File: config.mk
export PLATFORM = sky130hd
export DESIGN_NAME = mmio_uart_tx
export DESIGN_NICKNAME = d
export VERILOG_FILES = /design/src/rtl/mmio_uart_tx.sv
export SDC_FILE = /design/constraint.sdc
export NUM_CORES = 1
export LEC_CHECK = 0
export CORE_ASPECT_RATIO = 1.2
export CORE_UTILIZATION = 40
export CTS_CLUSTER_DIAMETER = 50
export DETAILED_ROUTE_END_ITERATION = 10
export HOLD_SLACK_MARGIN = 0.08
export SLEW_MARGIN = 20
export SYNTH_ARGS = -nofsm -noshare
export SYNTH_HDL_FRONTEND = slang
export SYNTH_SLANG_ARGS = --single-unit
File: constraint.sdc
create_clock -name clock -period 4.9 [get_ports clock]
set_input_delay 0.98 -clock clock [delete_from_list [all_inputs] [get_ports clock]]
set_output_delay 0.98 -clock clock [all_outputs]
set_load 0.01 [all_outputs]
File: src/rtl/mmio_uart_tx.sv
// Memory-mapped 8N1 UART transmitter with a byte FIFO.
// Register window: TXDATA (push), STATUS, DIVISOR (clocks per bit), reserved.
module mmio_uart_tx #(
  parameter logic [31:0] BASE_ADDR       = 32'h0001_0000,
  parameter int unsigned FIFO_DEPTH      = 8,
  parameter int unsigned DEFAULT_DIVISOR = 16
) (
  input  logic        clock,
  input  logic        reset,
  input  logic [31:0] address,
  output logic [31:0] read_data,
  input  logic [31:0] write_data,
  input  logic        read_enable,
  input  logic        write_enable,
  input  logic [3:0]  byte_enable,
  output logic        tx
);

  localparam int unsigned PtrW     = $clog2(FIFO_DEPTH);
  localparam logic [4:0]  DepthCnt = 5'(FIFO_DEPTH);
  localparam logic [15:0] DivReset = 16'(DEFAULT_DIVISOR);

  typedef enum logic [1:0] {StIdle, StStart, StData, StStop} state_e;

  state_e          state_q, state_d;
  logic [7:0]      fifo_q [FIFO_DEPTH];
  logic [PtrW-1:0] wr_ptr_q, wr_ptr_d;
  logic [PtrW-1:0] rd_ptr_q, rd_ptr_d;
  logic [4:0]      count_q, count_d;
  logic            ovf_q, ovf_d;
  logic [15:0]     div_q, div_d;
  logic [15:0]     bit_div_q, bit_div_d;
  logic [15:0]     tick_q, tick_d;
  logic [2:0]      bit_idx_q, bit_idx_d;
  logic [7:0]      data_q, data_d;
  logic            tx_q, tx_d;

  logic        sel, wr_sel;
  logic [1:0]  offset;
  logic        push_req, push, pop;
  logic        empty, full, busy;
  logic        last_tick;
  logic [2:0]  bit_idx_nxt;
  logic [15:0] div_new;
  logic [31:0] status;
  logic        unused_bits;

  assign unused_bits = ^{address[1:0], write_data[31:16], byte_enable[3:2]};

  assign sel      = (address[31:4] == BASE_ADDR[31:4]);
  assign offset   = address[3:2];
  assign wr_sel   = write_enable & sel;
  assign empty    = (count_q == 5'd0);
  assign full     = (count_q == DepthCnt);
  assign busy     = (state_q != StIdle);
  assign push_req = wr_sel & (offset == 2'd0) & byte_enable[0];
  // A full FIFO still takes the byte when the head leaves in the same cycle.
  assign push     = push_req & (~full | pop);

  assign last_tick   = (tick_q == bit_div_q - 16'd1);
  assign bit_idx_nxt = bit_idx_q + 3'd1;

  // Transmit FSM: each START, DATA bit and STOP lasts bit_div_q clocks.
  always_comb begin
    state_d   = state_q;
    tick_d    = tick_q;
    bit_idx_d = bit_idx_q;
    data_d    = data_q;
    bit_div_d = bit_div_q;
    tx_d      = tx_q;
    pop       = 1'b0;
    unique case (state_q)
      StIdle: begin
        tx_d = 1'b1;
        if (!empty) begin
          pop       = 1'b1;
          state_d   = StStart;
          tx_d      = 1'b0;
          tick_d    = 16'd0;
          data_d    = fifo_q[rd_ptr_q];
          bit_div_d = div_q;
        end
      end
      StStart: begin
        if (last_tick) begin
          state_d   = StData;
          tick_d    = 16'd0;
          bit_idx_d = 3'd0;
          tx_d      = data_q[0];
        end else begin
          tick_d = tick_q + 16'd1;
        end
      end
      StData: begin
        if (last_tick) begin
          tick_d = 16'd0;
          if (bit_idx_q == 3'd7) begin
            state_d = StStop;
            tx_d    = 1'b1;
          end else begin
            bit_idx_d = bit_idx_nxt;
            tx_d      = data_q[bit_idx_nxt];
          end
        end else begin
          tick_d = tick_q + 16'd1;
        end
      end
      StStop: begin
        if (last_tick) begin
          tick_d = 16'd0;
          if (!empty) begin
            pop       = 1'b1;
            state_d   = StStart;
            tx_d      = 1'b0;
            data_d    = fifo_q[rd_ptr_q];
            bit_div_d = div_q;
          end else begin
            state_d = StIdle;
            tx_d    = 1'b1;
          end
        end else begin
          tick_d = tick_q + 16'd1;
        end
      end
      default: state_d = StIdle;
    endcase
  end

  // FIFO bookkeeping, overflow flag and divisor register.
  always_comb begin
    wr_ptr_d = wr_ptr_q;
    rd_ptr_d = rd_ptr_q;
    ovf_d    = ovf_q;
    div_d    = div_q;
    div_new  = div_q;
    if (push) wr_ptr_d = wr_ptr_q + PtrW'(1);
    if (pop)  rd_ptr_d = rd_ptr_q + PtrW'(1);
    count_d = count_q + {4'd0, push} - {4'd0, pop};

    if (push_req && full && !pop) begin
      ovf_d = 1'b1;
    end else if (wr_sel && (offset == 2'd1) && byte_enable[0] && write_data[3]) begin
      ovf_d = 1'b0;
    end

    if (wr_sel && (offset == 2'd2) && (byte_enable[1:0] != 2'b00)) begin
      if (byte_enable[0]) div_new[7:0]  = write_data[7:0];
      if (byte_enable[1]) div_new[15:8] = write_data[15:8];
      div_d = (div_new == 16'd0) ? 16'd1 : div_new;
    end
  end

  always_comb begin
    status    = {23'd0, count_q, ovf_q, empty, full, busy};
    read_data = 32'd0;
    if (read_enable && sel) begin
      unique case (offset)
        2'd1:    read_data = status;
        2'd2:    read_data = {16'd0, div_q};
        default: read_data = 32'd0;
      endcase
    end
  end

  always_ff @(posedge clock) begin
    if (push) fifo_q[wr_ptr_q] <= write_data[7:0];
  end

  always_ff @(posedge clock or negedge reset) begin
    if (!reset) begin
      state_q   <= StIdle;
      wr_ptr_q  <= '0;
      rd_ptr_q  <= '0;
      count_q   <= 5'd0;
      ovf_q     <= 1'b0;
      div_q     <= DivReset;
      bit_div_q <= 16'd1;
      tick_q    <= 16'd0;
      bit_idx_q <= 3'd0;
      data_q    <= 8'd0;
      tx_q      <= 1'b1;
    end else begin
      state_q   <= state_d;
      wr_ptr_q  <= wr_ptr_d;
      rd_ptr_q  <= rd_ptr_d;
      count_q   <= count_d;
      ovf_q     <= ovf_d;
      div_q     <= div_d;
      bit_div_q <= bit_div_d;
      tick_q    <= tick_d;
      bit_idx_q <= bit_idx_d;
      data_q    <= data_d;
      tx_q      <= tx_d;
    end
  end

  assign tx = tx_q;

endmodule

==> metrics.md <==
| Metric | Value |
|---|---|
| Sequential share of the synthesized area | 0.525 |
| Initial core utilization | 0.409 |
| Ys flop type | dfrtp_1 |
| Register bit count reported by yosys | 138 |
| CTS max path bufs | 2 |
| CP Class | reg2reg |
| Clock latency on the worst-skew pair | 430 ps |
| Met1 Usage GRT | 0.217 |
| Vias | 4828 |
| CP required | 5210 ps |
| Critical Path AT | 4790 ps |
| Non-filler cells, final | 892 |
| Clk slew on worst S/H paths | 60 ps |
| Reg2reg path depth | 15 |
| CTS Hold Bufs | 0 |
| TritonCTS Buffers | 17 |
| Number of vias per cell | 5.41 |
| Fmax | 223 MHz |
| GR Overflow Total | 0 |
| Outcome | finished, final reports clean |
| CP endpoint kind | register |
| Worst R2R Start | bit_div_q[5] |
| Mapped Cells | 586 |
| H-Tree Depth | 4 |
| DIE AREA | 0.0185 mm² |
| Post-DP HPWL | 11300 µm |
| Minimum clock period | 4480 ps |
| Unrepaired setup endpoints after global routing | false |
| EDFF count, synth | 64 |
| FFs w/ async S/R, synth | 0.536 |
| Setup bufs post-CTS | 0 |
| Commonest cells after routing, fill and taps aside | dfrtp_1, clkdlybuf4s50_1, edfxtp_1 |
| Final ANT Viol Nets | 0 |
| Final nets | 752 |
| Clk_skew | 10.4 ps |
| Grt peak-use layer | met2 |
| Peak VDD IR | 0.000217 V |
| First-pass GRT wire length | 25800 µm |
| Setup-failing EPs final | 0 |
| Row cnt | 53 |
| Iter 0 DRT Violations | 273 |
| Met3 Use GR | 0.0466 |
| Drt first pass iters | 4 |
| # diodes | 0 |
| Slew Limit Fails | 0 |
| Crit path launch | bit_div_q[5] |
| Area growth, synth to finish | 20.3% |
| Largest net degree at the start of global routing | 75 |
| Final estimated routing congestion in global placement | 0.848 |
| Mapped Area | 0.00719 mm² |
| Antenna violations before repair | 0 |
| CTS tree | done |
| Clock sinks | 138 |
| Share of layout cells above drive strength 1 | 0.196 |
| Final Hold Viols | 0 |
| Setup TNS | 0 ps |
| R2R Setup Slk | 420 ps |
| Number of fill cells | 1542 |
| Worst Setup EP | count_q[4] |
| Slew HR | 0.360 |
| Synth unique cells | 55 |
| Synth warnings | 0 |
| Post-cts sizing count | 0 |
| RR Endpoint | count_q[4] |
| Port Buffer Count | 68 |
| Vias in the first global route | 5043 |
| Die width | 124 µm |
| Hold WC Path Type | reg2reg |
| Crit-path max FO | 7 |
| MaxCap Viol Count | 0 |
| Dpl cells | 860 |
| Drt total wl | 15600 µm |
| Drt drc | 0 |
| Syn avg cell area | 12.3 µm² |
| CTS root buffer | clkbuf_16 |
| Cell Pwr Density | 296 mW/mm² |
| Worst Tran Pin Value | 960 ps |
| Post-DR wirelength/cell | 17.5 µm |
| Chip Height | 149 µm |
| Core area | 0.0176 mm² |
| Fin crit share | 0.915 |
| Total GRT Usage | 0.179 |
| Most common cell after layout, fill and taps aside | dfrtp_1 |
| I/O pin cnt | 105 |
| Leakage | 0.00341 µW |
| Critical Path Start Type | register |
| Routing usage on met2 | 0.304 |
==> how the worst min path moves through the flow <==
| stage | startpoint | endpoint | slack [ps] | cells after the start |
|---|---|---|---|---|
| after floorplan | ovf_q | ovf_q | 450 | 2 |
| after global placement | ovf_q | ovf_q | 470 | 2 |
| after detailed placement | ovf_q | ovf_q | 490 | 2 |
| after CTS | ovf_q | ovf_q | 500 | 2 |
| after global routing | ovf_q | ovf_q | 510 | 2 |
| final | ovf_q | ovf_q | 500 | 2 |
==> per-layer routing <==
metal	wire length [µm]	up-vias
met5	0	-
met4	267	0
met3	680	24
met2	8010	101
met1	6690	2414
li1	-	2289
==> metrics by stage <==
stage	setup slack (ps)	util	power, µW	area [µm²]	hold slack [ps]
2_1_floorplan	763	-	1260	7250	448
3_3_place_gp	510	0.459	1320	8060	466
3_5_place_dp	441	0.459	1320	8070	485
4_1_cts	426	0.492	2580	8650	499
5_1_grt	149	0.492	2640	8650	509
6_report	418	0.492	2560	8650	503
==> power by group <==
group | switching, µW | internal (µW) | leakage (µW) | total (µW)
sequential | 0.0120 | 1210 | 0.00154 | 1210
clock | 540 | 719 | 0.000289 | 1260
combinational | 43.7 | 41.5 | 0.00158 | 85.2
total | 584 | 1970 | 0.00341 | 2560
==> kinds of logic (layout without fill, tap and decap cells) <==
logic type | after synthesis | count (layout) | synth area share
buffers and inverters | 64 | 135 | 0.0445
other | 1 | 16 | 0.000522
muxes | 74 | 74 | 0.154
and+or+nand+nor | 179 | 179 | 0.126
adders and majority gates | 21 | 21 | 0.0376
xor gates and xnor gates | 32 | 32 | 0.0390
DFF | 138 | 138 | 0.525
AOI/OAI and AO/OA | 77 | 77 | 0.0736
==> cell usage after synthesis, drive strengths merged, types with 5 or more instances <==
library cell	number	area (µm²)
o311ai	7	61.3
mux4	18	405
nor2	40	150
mux2i	5	50.1
nand3	23	115
dfrtp	71	1780
o21ai	16	80.1
xor2	6	52.6
buf	25	173
xnor2	26	228
a21oi	15	75.1
nand2	37	139
edfxtp	64	1920
clkbuf	18	68.8
or4	5	37.5
inv	21	78.8
mux2	51	649
a22oi	10	75.1
o211ai	5	37.5
or2	7	43.8
nor4	19	119
and2	10	62.6
nor3	17	85.1
ha	20	250
==> sequential cells by signal, indices dropped and copies added, names as in the netlist <==
name,count
bit_div_q,16
div_q,16
tick_q,16
state_q,2
rd_ptr_q,3
data_q,8
tx,1
wr_ptr_q,3
count_q,5
fifo_q,64
ovf_q,1
bit_idx_q,3
==> worst max-delay path: stages, from the launching register on <==
cell	delay, ps
dfrtp_1	470
or4_1	660
or4_1	570
or3_1	400
a221oi_2	350
and4_1	440
or2_2	250
mux2i_1	200
ha_1	180
inv_1	50
fa_1	400
inv_1	70
a21oi_1	60
nor2_1	90
nor2_1	50
xnor2_1	110
==> cell type report <==
type	count	area, µm²	share of cell area
Sequential cell	138	3780	0.437
Multi-Input combinational cell	399	3150	0.364
Timing Repair Buffer	82	783	0.0905
Clock buffer	17	425	0.0492
Tap cell	220	275	0.0318
Clock inverter	15	158	0.0182
Inverter	21	78.8	0.00911
(Power assumes the default switching activity.)
